[src/rtl/spi_pkg.sv]
// Shared types for the SPI shift engine: FSM state encoding and edge-counter sizing.
package spi_pkg;

    typedef enum logic [1:0] {
        IDLE  = 2'd0,
        SETUP = 2'd1,
        SHIFT = 2'd2,
        HOLD  = 2'd3
    } spi_state_e;

    // Edge counter must hold 0..2*WIDTH.
    function automatic int spi_ecw(input int width);
        return $clog2(2 * width + 1);
    endfunction

endpackage

[src/rtl/spi_halfper_div.sv]
// Half-period divider: load sets count and reload value, tick fires on reaching zero while enabled.
module spi_halfper_div #(
    parameter int DIVW = 8
) (
    input  logic            clk_i,
    input  logic            rst_i,
    input  logic            load_i,
    input  logic [DIVW-1:0] load_val_i,
    input  logic            en_i,
    output logic            tick_o
);

    logic [DIVW-1:0] cnt_q, cnt_d;
    logic [DIVW-1:0] rel_q, rel_d;

    assign tick_o = en_i && (cnt_q == '0);

    always_comb begin
        cnt_d = cnt_q;
        rel_d = rel_q;
        if (load_i) begin
            cnt_d = load_val_i;
            rel_d = load_val_i;
        end else if (tick_o) begin
            cnt_d = rel_q;
        end else if (en_i) begin
            cnt_d = cnt_q - 1'b1;
        end
    end

    always_ff @(posedge clk_i) begin
        if (rst_i) begin
            cnt_q <= '0;
            rel_q <= '0;
        end else begin
            cnt_q <= cnt_d;
            rel_q <= rel_d;
        end
    end

endmodule

[src/rtl/spi_shift_engine.sv]
// SPI master: one START shifts a WIDTH-bit word out on MOSI and in from the selected MISO,
// in any CPOL/CPHA mode, with programmable half-period and optional chip-select hold.
module spi_shift_engine
    import spi_pkg::*;
#(
    parameter int NSS   = 3,
    parameter int WIDTH = 8,
    parameter int DIVW  = 8
) (
    input  logic             clk_i,
    input  logic             rst_i,
    input  logic             start_i,
    input  logic [WIDTH-1:0] txd_i,
    input  logic [NSS-1:0]   sel_i,
    input  logic [DIVW-1:0]  div_i,
    input  logic             cpol_i,
    input  logic             cpha_i,
    input  logic             lsbf_i,
    input  logic             keep_i,
    input  logic [NSS-1:0]   miso_i,
    output logic             busy_o,
    output logic             done_o,
    output logic [WIDTH-1:0] rxd_o,
    output logic             mosi_o,
    output logic             sck_o,
    output logic [NSS-1:0]   nss_o,
    output logic [1:0]       dbg_state_o
);

    localparam int ECW = spi_ecw(WIDTH);
    localparam logic [ECW-1:0] LAST_EDGE = ECW'(2 * WIDTH - 1);

    spi_state_e       state_q, state_d;
    logic [WIDTH-1:0] sr_q, sr_d;
    logic [NSS-1:0]   sel_q, sel_d;
    logic [NSS-1:0]   nss_q, nss_d;
    logic [ECW-1:0]   edge_q, edge_d;
    logic             cpol_q, cpol_d, cpha_q, cpha_d, lsbf_q, lsbf_d, keep_q, keep_d;
    logic             mosi_q, mosi_d, sck_q, sck_d, done_q, done_d;

    logic accept, tick, leading, miso_bit, tx_bit;

    assign accept   = start_i && (state_q == IDLE);
    assign miso_bit = |(miso_i & sel_q);
    assign leading  = ~edge_q[0];
    assign tx_bit   = lsbf_q ? sr_q[0] : sr_q[WIDTH-1];

    spi_halfper_div #(.DIVW(DIVW)) u_div (
        .clk_i      (clk_i),
        .rst_i      (rst_i),
        .load_i     (accept),
        .load_val_i (div_i),
        .en_i       (busy_o),
        .tick_o     (tick)
    );

    always_comb begin
        state_d = state_q;
        sr_d    = sr_q;
        sel_d   = sel_q;
        nss_d   = nss_q;
        edge_d  = edge_q;
        cpol_d  = cpol_q;
        cpha_d  = cpha_q;
        lsbf_d  = lsbf_q;
        keep_d  = keep_q;
        mosi_d  = mosi_q;
        sck_d   = sck_q;
        done_d  = 1'b0;
        case (state_q)
            IDLE: begin
                if (accept) begin
                    state_d = SETUP;
                    sr_d    = txd_i;
                    sel_d   = sel_i;
                    nss_d   = ~sel_i;
                    edge_d  = '0;
                    cpol_d  = cpol_i;
                    cpha_d  = cpha_i;
                    lsbf_d  = lsbf_i;
                    keep_d  = keep_i;
                    sck_d   = cpol_i;
                    if (!cpha_i) begin
                        mosi_d = lsbf_i ? txd_i[0] : txd_i[WIDTH-1];
                    end
                end
            end
            SETUP: begin
                if (tick) begin
                    state_d = SHIFT;
                end
            end
            SHIFT: begin
                if (tick) begin
                    sck_d  = ~sck_q;
                    edge_d = edge_q + 1'b1;
                    // Sampling edge: leading for CPHA=0, trailing for CPHA=1; the other edge drives.
                    if (leading ^ cpha_q) begin
                        sr_d = lsbf_q ? {miso_bit, sr_q[WIDTH-1:1]} : {sr_q[WIDTH-2:0], miso_bit};
                    end else if (edge_q != LAST_EDGE) begin
                        mosi_d = tx_bit;
                    end
                    if (edge_q == LAST_EDGE) begin
                        state_d = HOLD;
                    end
                end
            end
            HOLD: begin
                if (tick) begin
                    state_d = IDLE;
                    done_d  = 1'b1;
                    if (!keep_q) begin
                        nss_d = '1;
                    end
                end
            end
            default: state_d = IDLE;
        endcase
    end

    always_ff @(posedge clk_i) begin
        if (rst_i) begin
            state_q <= IDLE;
            sr_q    <= '0;
            sel_q   <= '0;
            nss_q   <= '1;
            edge_q  <= '0;
            cpol_q  <= 1'b0;
            cpha_q  <= 1'b0;
            lsbf_q  <= 1'b0;
            keep_q  <= 1'b0;
            mosi_q  <= 1'b0;
            sck_q   <= 1'b0;
            done_q  <= 1'b0;
        end else begin
            state_q <= state_d;
            sr_q    <= sr_d;
            sel_q   <= sel_d;
            nss_q   <= nss_d;
            edge_q  <= edge_d;
            cpol_q  <= cpol_d;
            cpha_q  <= cpha_d;
            lsbf_q  <= lsbf_d;
            keep_q  <= keep_d;
            mosi_q  <= mosi_d;
            sck_q   <= sck_d;
            done_q  <= done_d;
        end
    end

    // The shift register doubles as the receive word once the last bit is in.
    assign busy_o      = (state_q != IDLE);
    assign done_o      = done_q;
    assign rxd_o       = sr_q;
    assign mosi_o      = mosi_q;
    assign sck_o       = sck_q;
    assign nss_o       = nss_q;
    assign dbg_state_o = state_q;

endmodule

[config.mk]
export PLATFORM = sky130hd
export DESIGN_NAME = spi_shift_engine
export DESIGN_NICKNAME = d
export VERILOG_FILES = /design/src/rtl/spi_pkg.sv /design/src/rtl/spi_halfper_div.sv /design/src/rtl/spi_shift_engine.sv
export SDC_FILE = /design/constraint.sdc
export NUM_CORES = 1
export LEC_CHECK = 0
export BUFFER_PORTS_ARGS = -buffer_cell sky130_fd_sc_hd__buf_2
export CAP_MARGIN = 15
export CORE_UTILIZATION = 50
export CTS_CLUSTER_SIZE = 14
export DETAILED_ROUTE_END_ITERATION = 10
export PLACE_DENSITY = 0.75
export SYNTH_ARGS = -nofsm -noshare
export SYNTH_HDL_FRONTEND = slang
export SYNTH_SLANG_ARGS = --single-unit
[constraint.sdc]
create_clock -name clk_i -period 6.15 [get_ports clk_i]
set_input_delay 0 -clock clk_i [delete_from_list [all_inputs] [get_ports clk_i]]
set_output_delay 0 -clock clk_i [all_outputs]
set_load 0.02 [all_outputs]
Word level (Yosys, flattened, before mapping):

Index checks and enable logic that the tools add are counted.

* flip-flop bits (word level): 43
* bits of input ports: 29
* output and inout bits: 17
* word-level logic and storage cells: 85

* add/sub/neg operators: 2
* equality and inequality tests: 15
* mux-type cells: 33
* bitwise operators: 6
* reductions and logical operators: 16

Operators by type and width (number)
* two-way mux 8 bit: 7
* inequality test 2 bit, second input constant: 10
* case mux 8 bit (2 select lines): 1
* two-way mux 1 bit: 10
* two-way mux 2 bit: 5
* two-way mux 5 bit: 2
* case mux 5 bit (2 select lines): 1
* two-way mux 3 bit: 3
* logical NOT 8 bit: 1
* case mux 2 bit (4 select lines): 1
* AND reduction 4 bit: 2
* subtractor 8 x 1 -> 8 bit, second input constant: 1
* case mux 3 bit (2 select lines): 1
* AND reduction 6 bit: 1
* nonzero test 2 bit: 3
* adder 5 x 1 -> 5 bit, second input constant: 1
* == test 5 x 4 -> 1 bit, second input constant: 1
* inequality test 5 x 4 -> 1 bit, second input constant: 1
* AND reduction 5 bit: 1
* == test 2 bit, second input constant: 2
* case mux 1 bit (2 select lines): 2
* AND 3 bit: 1
* NOT 1 bit: 3
* NOT 3 bit: 1
* 9 further kinds: 10

Logic depth before layout (Yosys ltp):

* depth after elaboration: 6
* gate-level depth with buffers: 8

Modules after synthesis:

From an unflattened synthesis, not the netlist that was laid out.

* cells, all modules: 270
* area total of the unflattened synthesis: 2302.2 um2

By module, submodules not included
* spi_shift_engine: times used 1, cells each 176, area each 1456.4 um2, seq. area each 540.5 um2
* spi_halfper_div: times used 1, cells each 94, area each 845.8 um2, seq. area each 320.3 um2

Least setup slack after synthesis:

OpenSTA, ideal clock, no wires.

* path type: flip-flop to flip-flop
* start: reg state_q[0] (netlist: dbg_state_o[0])
* end: reg mosi_q (netlist: mosi_o)
* arrival time: 2245 ps
* required time: 6078 ps
* path slack: 3834 ps
* stages on the path, launching flop included: 8
* path buffers: 1
* cell sequence: dfxtp_1 > inv_1 > ha_1 > clkbuf_1 > nor4b_1 > nand4_1 > a222oi_1 > mux2i_1

* cells in the longest elaborated chain, start to end: 4

RTL lines
* start: declaration: line spi_shift_engine.sv:33 `spi_state_e state_q, state_d;`
* start signal: assignment: line spi_shift_engine.sv:136 `state_q <= state_d;`
* nonzero test 2 bit / logical NOT 2 bit (equally long branches): line spi_shift_engine.sv:152, spi_shift_engine.sv:43, spi_shift_engine.sv:70
* logical AND 1 bit, on equally long branches: line spi_halfper_div.sv:16, spi_shift_engine.sv:43
* inequality test 2 bit (no line)
* AND reduction 6 bit (no line)
* end signal: assignment: line spi_shift_engine.sv:145 `mosi_q <= mosi_d;`
* end: declaration: line spi_shift_engine.sv:39 `logic mosi_q, mosi_d, sck_q, sck_d, done_q, done_d;`

Parallel ways exist; a longest one is shown, timed or not.
A chain may end at the register's enable or synchronous reset.

Worst setup path in the final report:

Same ends and word-level chain as after synthesis.

==> metrics.cfg <==
[power_and_ir_drop]
clockPowerShare_pct = 14.6
p_switching_mw = 0.6288
switching_share_pct = 46.42
power.leakage_nw = 1.135
p_int_mw = 0.7259
p_comb_share_pct = 52.1
seqPwrFrac_pct = 33.3
ir_drop_uv = 227.6
p_per_area_mw_per_mm2 = 482.5

[routing]
top_layer = met4
dr.pass1.iters = 8
ant_nets = 0
wl_met2_um = 2715
drt-wirelength-per-cell_um = 14.86
drt-initial-drc-count = 177
dr_wl_met3_um = 282
num_vias = 2291
drc = 2
vias_per_cell = 5.800
routed_wl_um = 5868
wl_met1_um = 2831

[global_route]
overflow = 0
grt_max_degree = 38
grt_pass1_vias = 2058
grtUsageTotal_pct = 24.32
antenna_found_initial = 0
grt_pass1_wl_um = 9715

[synth]
synthAdderAreaFrac_pct = 4.249
syn_area_per_cell_um2 = 7.986
synthSimpleGateAreaFrac_pct = 22.52
synth-edff-count = 0
synthXorXnorAreaFrac_pct = 1.487
yosysWarnings = 0
syn_nets = 332
synth_compound_area_share_pct = 23.47
yosysTopAreaCell = dfxtp_1
synth_area_leaders = dfxtp_1, a21oi_1, nand2_1, mux2i_1, ha_1
synth_cell_types = 49
synth_top_family_by_area = compound AO/OA/AOI/OAI gates
synth_top_cell_area_share_pct = 36.54
async_flop_share_pct = 0
syn_inst = 295
synthFlopType = dfxtp_1
syn-cell-area_mm2 = 0.002356
ys_seq_elements = 43
synth_seq_area_share_pct = 36.54
synthMuxAreaShare_pct = 6.054

[floorplan]
rows = 24
initial_core_util_pct = 53.01
ios = 46
die_h_um = 70.65
die_x_um = 70.65
core_mm2 = 0.004444
dieArea_mm2 = 0.004991

[critical_path]
required_ns = 6.37
crit_family = simple AND/OR/NAND/NOR gates
worst_path_largest_cell_delay_ns = 0.67
critPathKind = reg -> reg
worstPathCellList = inv_1 > ha_1 > and2_1 > nand2_1 > a222oi_1 > mux2i_1
cp.arrival_ns = 2.95
cp-start-kind = flip-flop
worstPathMaxFanout = 20
end_kind = flip-flop
crit_buf_inv = 1
critPathSlowestCell = and2_1

[finish]
area_delta_synth_final_pct = 19.17
layout_common_cells = buf_2, a21oi_1, dfxtp_1, nand2_1, nand3_1
nFillCells = 406
multi_input_area_mm2 = 0.001361
drive_above_1_share_pct = 16.91
ff_latch_area_um2 = 860.8
antennaDiodeCount = 0
final_common_cell = buf_2
final_nets = 379

[clock_network]
cts_buffers = 5
cts_buffer_depth = 2
clkTransAtPathRegs_ns = 0.08
cts_root_buf = clkbuf_8
cts.sinks = 43
cts_resized = 0
cts.htree.levels = 2
clk_latency_ns = 0.30
cts_tree = yes

[timing]
finalClockSkew_ns = 0.005333
period_needed_ns = 2.724
hold_violations = 0
max-slew-margin-rel_pct = 52.93
period_share_pct = 44.29
worstMarginPinSlew_ns = 0.7061
fmax_ghz = 0.3671
setup_tns_ns = 0
setup_viol = 0
setup_ws_ns = 3.426
whs_ns = 0.09508
rsz0062_at_grt = no
slew_violations = 0

[place]
portBuffers = 45
gp_congestion = 0.8631
pre_cts_slack_ns = 3.450
dp_hpwl_um = 4018

[min_path]
hold_path_class = in -> reg

[run_status]
violations = DRC
status = finished with violations

[job]
cap_violations = 0

[synth_stat cells (5+ instances only)]
library cell,n
a21oi_1,43
clkbuf_1,12
dfxtp_1,43
ha_1,8
inv_1,11
mux2i_1,12
nand2_1,42
nand2b_1,6
nand3_1,16
nand3b_1,5
nor2_1,9
nor3_1,8
o211ai_1,6
o21ai_0,14
[worst paths after layout]
path	start	to	cells after the start	slack [ns]
setup / recovery	dbg_state_o[0]$_SDFFE_PP0P_	mosi_o$_SDFFE_PP0P_	6	3.43
hold / removal	txd_i[0]	rxd_o[0]$_SDFFE_PP0P_	3	0.1
setup reg to reg	dbg_state_o[0]$_SDFFE_PP0P_	mosi_o$_SDFFE_PP0P_	6	3.43
hold reg to reg	keep_q$_SDFFE_PP0P_	keep_q$_SDFFE_PP0P_	2	0.46
[cell type report]
class | instances | area share [%]
clock buffers | 8 | 3.565
repair buffers | 60 | 13.37
well taps | 52 | 2.317
flip-flops and latches | 43 | 30.66
multi-input cells | 220 | 48.49
inverters | 12 | 1.604
[repair_timing]
action,CTS,global route
hold buffers,15,0
buffers inserted,0,0
endpoints found under the hold margin,16,0
[kinds of logic after synthesis]
family          count (synthesis)
simple gates                  107
compound gates                 87
flops                          43
fa+ha+maj                       8
xor+xnor                        4
buf+inv                        32
mux                            14
[metal layers]
metal / vias to the layer above / GRT usage (%)
met1: 1068 / 33.81
met4: 0 / 6.000
li1: 1164 / -
met3: 5 / 5.698
met5: - / 0
met2: 54 / 38.40
[registers in the layout, indices dropped and copies added (netlist names)]
name	count
rxd_o	8
u_div.cnt_q	8
u_div.rel_q	8
edge_q	5
nss_o	3
sel_q	3
dbg_state_o	2
cpha_q	1
done_o	1
keep_q	1
lsbf_q	1
mosi_o	1
sck_o	1
[tightest hold or removal path: cells and delay by family]
family                 cells  cell delay (ns)
buffers and inverters      1             0.11
AO/OA/AOI/OAI              2             0.23
[power by group through the flow]
stage               Sequential [mW]  Clock, mW  Combinational, mW
floorplan                     0.465          0              0.519
global placement              0.451          0              0.680
detailed placement            0.454          0              0.690
CTS                           0.448      0.201              0.703
global route                  0.465      0.212              0.782
finish                        0.451      0.198              0.706
[metrics by stage]
step / utilization [%] / area (um2) / instances / power, mW
after detailed placement: 57.55 / 2557 / 372 / 1.144
after CTS: 63.18 / 2808 / 395 / 1.352
final: 63.18 / 2808 / 395 / 1.355
after global routing: 63.18 / 2808 / 395 / 1.459
after global placement: 57.55 / 2557 / 372 / 1.131
after floorplan: - / 2356 / 295 / 0.9842
Power figures use the tool's default switching activity.
